==> src/rtl/mem_to_dcache_bridge.sv <==
// Bridges a MEM-style request/grant port onto a DCACHE port with a split index/tag phase.
// Responses are returned in order from a small type FIFO; protocol violations set a sticky flag.
module mem_to_dcache_bridge #(
  parameter int ADDR_WIDTH      = 32,
  parameter int DATA_WIDTH      = 64,
  parameter int INDEX_WIDTH     = 12,
  parameter int TAG_WIDTH       = 20,
  parameter int MAX_OUTSTANDING = 4
) (
  input  logic                                   clk_i,
  input  logic                                   rst_i,
  input  logic                                   s_mem_req,
  output logic                                   s_mem_gnt,
  input  logic [ADDR_WIDTH-1:0]                  s_mem_addr,
  input  logic                                   s_mem_we,
  input  logic [DATA_WIDTH-1:0]                  s_mem_wdata,
  input  logic [DATA_WIDTH/8-1:0]                s_mem_be,
  output logic                                   s_mem_valid,
  output logic [DATA_WIDTH-1:0]                  s_mem_rdata,
  output logic                                   dc_data_req_o,
  input  logic                                   dc_data_gnt_i,
  output logic [INDEX_WIDTH-1:0]                 dc_address_index_o,
  output logic [TAG_WIDTH-1:0]                   dc_address_tag_o,
  output logic                                   dc_tag_valid_o,
  output logic                                   dc_data_we_o,
  output logic [DATA_WIDTH-1:0]                  dc_data_wdata_o,
  output logic [DATA_WIDTH/8-1:0]                dc_data_be_o,
  input  logic                                   dc_data_rvalid_i,
  input  logic [DATA_WIDTH-1:0]                  dc_data_rdata_i,
  output logic [$clog2(MAX_OUTSTANDING+1)-1:0]   outstanding_o,
  output logic                                   proto_err_o
);

  localparam int PTR_W = (MAX_OUTSTANDING > 1) ? $clog2(MAX_OUTSTANDING) : 1;
  localparam int CNT_W = $clog2(MAX_OUTSTANDING+1);

  logic [CNT_W-1:0]           count_q, count_d;
  logic [PTR_W-1:0]           wptr_q, rptr_q;
  logic [MAX_OUTSTANDING-1:0] type_q;
  logic                       tag_vld_q;
  logic [TAG_WIDTH-1:0]       tag_q;
  logic                       proto_err_q, proto_err_d;

  logic full, push, head_vld, head_we, head_busy, wr_rsp, rd_rsp, pop, bad_rvalid;

  function automatic logic [PTR_W-1:0] ptr_inc(input logic [PTR_W-1:0] p);
    return (p == PTR_W'(MAX_OUTSTANDING-1)) ? '0 : p + 1'b1;
  endfunction

  assign full          = (count_q == CNT_W'(MAX_OUTSTANDING));
  assign dc_data_req_o = s_mem_req & ~full;
  assign s_mem_gnt     = dc_data_gnt_i & dc_data_req_o;
  assign push          = s_mem_gnt;

  assign dc_address_index_o = s_mem_addr[INDEX_WIDTH-1:0];
  assign dc_data_we_o       = s_mem_we;
  assign dc_data_wdata_o    = s_mem_wdata;
  assign dc_data_be_o       = s_mem_be;
  assign dc_address_tag_o   = tag_q;
  assign dc_tag_valid_o     = tag_vld_q;

  // The newest entry is the one in the tag stage; a lone write head must wait for it to finish.
  assign head_vld   = (count_q != '0);
  assign head_we    = type_q[rptr_q];
  assign head_busy  = tag_vld_q && (count_q == CNT_W'(1));
  assign wr_rsp     = head_vld & head_we & ~head_busy;
  assign rd_rsp     = dc_data_rvalid_i & head_vld & ~head_we;
  assign pop        = wr_rsp | rd_rsp;
  assign bad_rvalid = dc_data_rvalid_i & ~(head_vld & ~head_we);

  assign s_mem_valid   = pop;
  assign s_mem_rdata   = rd_rsp ? dc_data_rdata_i : '0;
  assign outstanding_o = count_q;
  assign proto_err_o   = proto_err_q;

  assign count_d     = count_q + CNT_W'(push) - CNT_W'(pop);
  assign proto_err_d = proto_err_q | bad_rvalid;

  always_ff @(posedge clk_i or posedge rst_i) begin
    if (rst_i) begin
      count_q     <= '0;
      wptr_q      <= '0;
      rptr_q      <= '0;
      tag_vld_q   <= 1'b0;
      tag_q       <= '0;
      proto_err_q <= 1'b0;
    end else begin
      count_q     <= count_d;
      proto_err_q <= proto_err_d;
      tag_vld_q   <= push;
      if (push) begin
        tag_q  <= s_mem_addr[INDEX_WIDTH+TAG_WIDTH-1:INDEX_WIDTH];
        wptr_q <= ptr_inc(wptr_q);
      end
      if (pop) rptr_q <= ptr_inc(rptr_q);
    end
  end

  always_ff @(posedge clk_i) begin
    if (push) type_q[wptr_q] <= s_mem_we;
  end

endmodule

==> config.mk <==
export PLATFORM = sky130hd
export DESIGN_NAME = mem_to_dcache_bridge
export DESIGN_NICKNAME = d
export VERILOG_FILES = /design/src/rtl/mem_to_dcache_bridge.sv
export SDC_FILE = /design/constraint.sdc
export NUM_CORES = 1
export LEC_CHECK = 0
export ABC_AREA = 1
export CAP_MARGIN = 20
export CORE_AREA = 2 2 138 140
export DETAILED_ROUTE_END_ITERATION = 12
export DIE_AREA = 0 0 140 142
export PLACE_DENSITY = 0.62
export SYNTH_ARGS = -nofsm -noshare
export SYNTH_HDL_FRONTEND = slang
export SYNTH_SLANG_ARGS = --single-unit
==> constraint.sdc <==
create_clock -name clk_i -period 2.7 [get_ports clk_i]
set_input_delay 0.54 -clock clk_i [delete_from_list [all_inputs] [get_ports clk_i]]
set_output_delay 0.54 -clock clk_i [all_outputs]
set_load 0.1 [all_outputs]
==> results.ini <==
[min_path]
hp-class=reg -> reg

[placed_design]
placed_cells=704
gp_congestion=0.706
post-place-ws_ns=0.0830
hpwl_mm=7.36
portBuffers=182

[drt]
drtPass1Iterations=8
drt-total-wl_mm=8.70
postRouteAntennaNets=0
wire_per_inst_um=12.2
remaining_drc_errors=25
vias=2443
routed_via_density=3.43
drt_iter0_drc=85

[run]
max-cap-violations=0

[floorplanning]
io_pins=351
core_mm2=0.0185
die_h_um=142
dieArea_mm2=0.0199
die_x_um=140
rows=50
start_util_pct=15.6

[logic_synthesis]
syn_nets=561
syn-instance-count=379
synth_top_family_by_area=buffers and inverters
synth_top_area_cell=dfrtp_1
syn_area_per_cell_um2=7.59
synth_compound_area_share_pct=1.04
yosys_warnings=0
yosysTopAreaCellShare_pct=25.2
synth_fa_ha_area_share_pct=3.74
synth_seq_cells=33
synth.area.mux_share_pct=0
synth.distinct_cells=20
synth.area.top_cells=dfrtp_1, buf_4, nor2_4
synth_xor_area_share_pct=0.609
synth-simple-area-share_pct=28.8
ys_seq_area_share_pct=29.4
synth_area_mm2=0.00288

[clocking]
post_cts_resized=0
cts_sinks=33
ctsHoldBuffers=0
clkLatencyLatePin_ns=0.28
numCtsBuffers=5
cts.clk_slew.worst_paths_ns=0.05
root_buffer=clkbuf_16
clockBufferDepth=2
cts_tree=yes
htree_levels=2
post_cts_buffers=0

[timing]
finalCriticalPeriod_ns=2.60
clock_skew_ns=0.00678
grt_setup_unrepaired=false
finalCritPeriodShare_pct=96.4
max_slew_margin_pct=50.1
worst_pin_slew_ns=0.748
fmax_mhz=384
slew_viol_final=0
finalHoldViolations=0
fin_setup_tns_ns=0
setup_viol=0
setup_slack_ns=0.0982

[finish]
diodes=0
layout_commonest_cell=clkdlybuf4s50_1
final_cell_mix=clkdlybuf4s50_1, inv_1, nand2_1
stdcell_count=712
syn_to_final_growth_pct=80.1
fin_nets=659
layout-drive-gt1-share_pct=37.7

[status]
status=finished with violations
violations=DRC

[grt]
antenna_found_initial=0
grt_pass1_vias=2441
track_usage_pct=8.52
grt_max_degree=44
grt_pass1_wl_mm=13.3
grt_overflow=0

[worst_setup_path]
critPathCaptureType=primary output
path_max_fanout=43
crit_required_ns=2.16
start_kind=input port
critPathArrivalTime_ns=2.06
critical_path_class=in -> out

[power]
ir_drop_mv=0.688
p_leak_uw=0.00242
power.density_mw_per_mm2=1260

synthesized netlist by cell type:
cell type / instances
nand3_1: 5
xnor2_1: 2
a21o_1: 1
inv_1: 79
buf_12: 3
nand2_1: 74
edfxtp_1: 4
buf_2: 7
dfrtp_1: 29
nor2_1: 41
fa_1: 1
inv_2: 2
a21boi_1: 1
nand2_2: 2
nand3_2: 1
nor2_4: 31
buf_4: 85
buf_6: 1
o21ai_0: 3
ha_1: 7
report_power, final:
group,switching (uW),internal [uW]
registers,128,681
logic,3630,1500
clock network,206,366
final timing paths:
| path | cells past startpoint | end | slack (ns) | startpoint |
|---|---|---|---|---|
| hold reg to reg | 1 | proto_err_o | 0.46 | proto_err_o |
| min in group asynchronous | 2 | dc_address_tag_o[0] | 0.69 | rst_i |
| max in group asynchronous | 3 | dc_address_tag_o[10] | 1.37 | rst_i |
| hold / removal | 1 | proto_err_o | 0.46 | proto_err_o |
| setup reg to reg | 10 | outstanding_o[2] | 0.53 | outstanding_o[1] |
| setup / recovery | 6 | s_mem_rdata[0] | 0.1 | dc_data_rvalid_i |
layout make-up:
type | count | area (um2)
inverter | 81 | 304
clock inverter | 2 | 13.8
timing repair buffer | 187 | 2500
sequential | 33 | 853
multi-input combinational | 169 | 1080
fill | 1954 | 13300
clock buffer | 6 | 139
tap | 234 | 293
worst max-delay path: stages:
cell	delay (ns)
clkdlybuf4s50_1	0.48
a21boi_1	0.25
nand2_4	0.14
buf_12	0.24
nor2_2	0.18
buf_12	0.19
cell families after synthesis:
family / count (synthesis)
buffers and inverters: 177
and+or+nand+nor: 154
DFF: 33
adders and majority gates: 8
AOI/OAI and AO/OA: 5
xor gates and xnor gates: 2
flip-flops by register name, summed over array words and instances, names as in the netlist:
name              flops
dc_tag_valid_o        1
outstanding_o         3
proto_err_o           1
type_q                4
wptr_q                2
dc_address_tag_o     20
rptr_q                2
layer usage:
layer	vias to the layer above	global-route usage (%)	share of wire, %
met1	1015	9.74	36
met4	0	1.81	0.77
met2	242	12.1	42
met5	-	0	0
met3	7	7.27	21
li1	1179	-	-
through the flow:
| step | power (uW) | hold WS [ns] | instance area [um2] | utilization, % |
|---|---|---|---|---|
| after floorplan | 4980 | 0.524 | 2980 | - |
| final | 6510 | 0.460 | 5180 | 28.1 |
| after global placement | 5980 | 0.458 | 5030 | 27.3 |
| after global routing | 6810 | 0.507 | 5180 | 28.1 |
| after CTS | 6600 | 0.470 | 5180 | 28.1 |
| after detailed placement | 6000 | 0.458 | 5030 | 27.3 |
No activity file was read; power rests on OpenSTA's default activity.
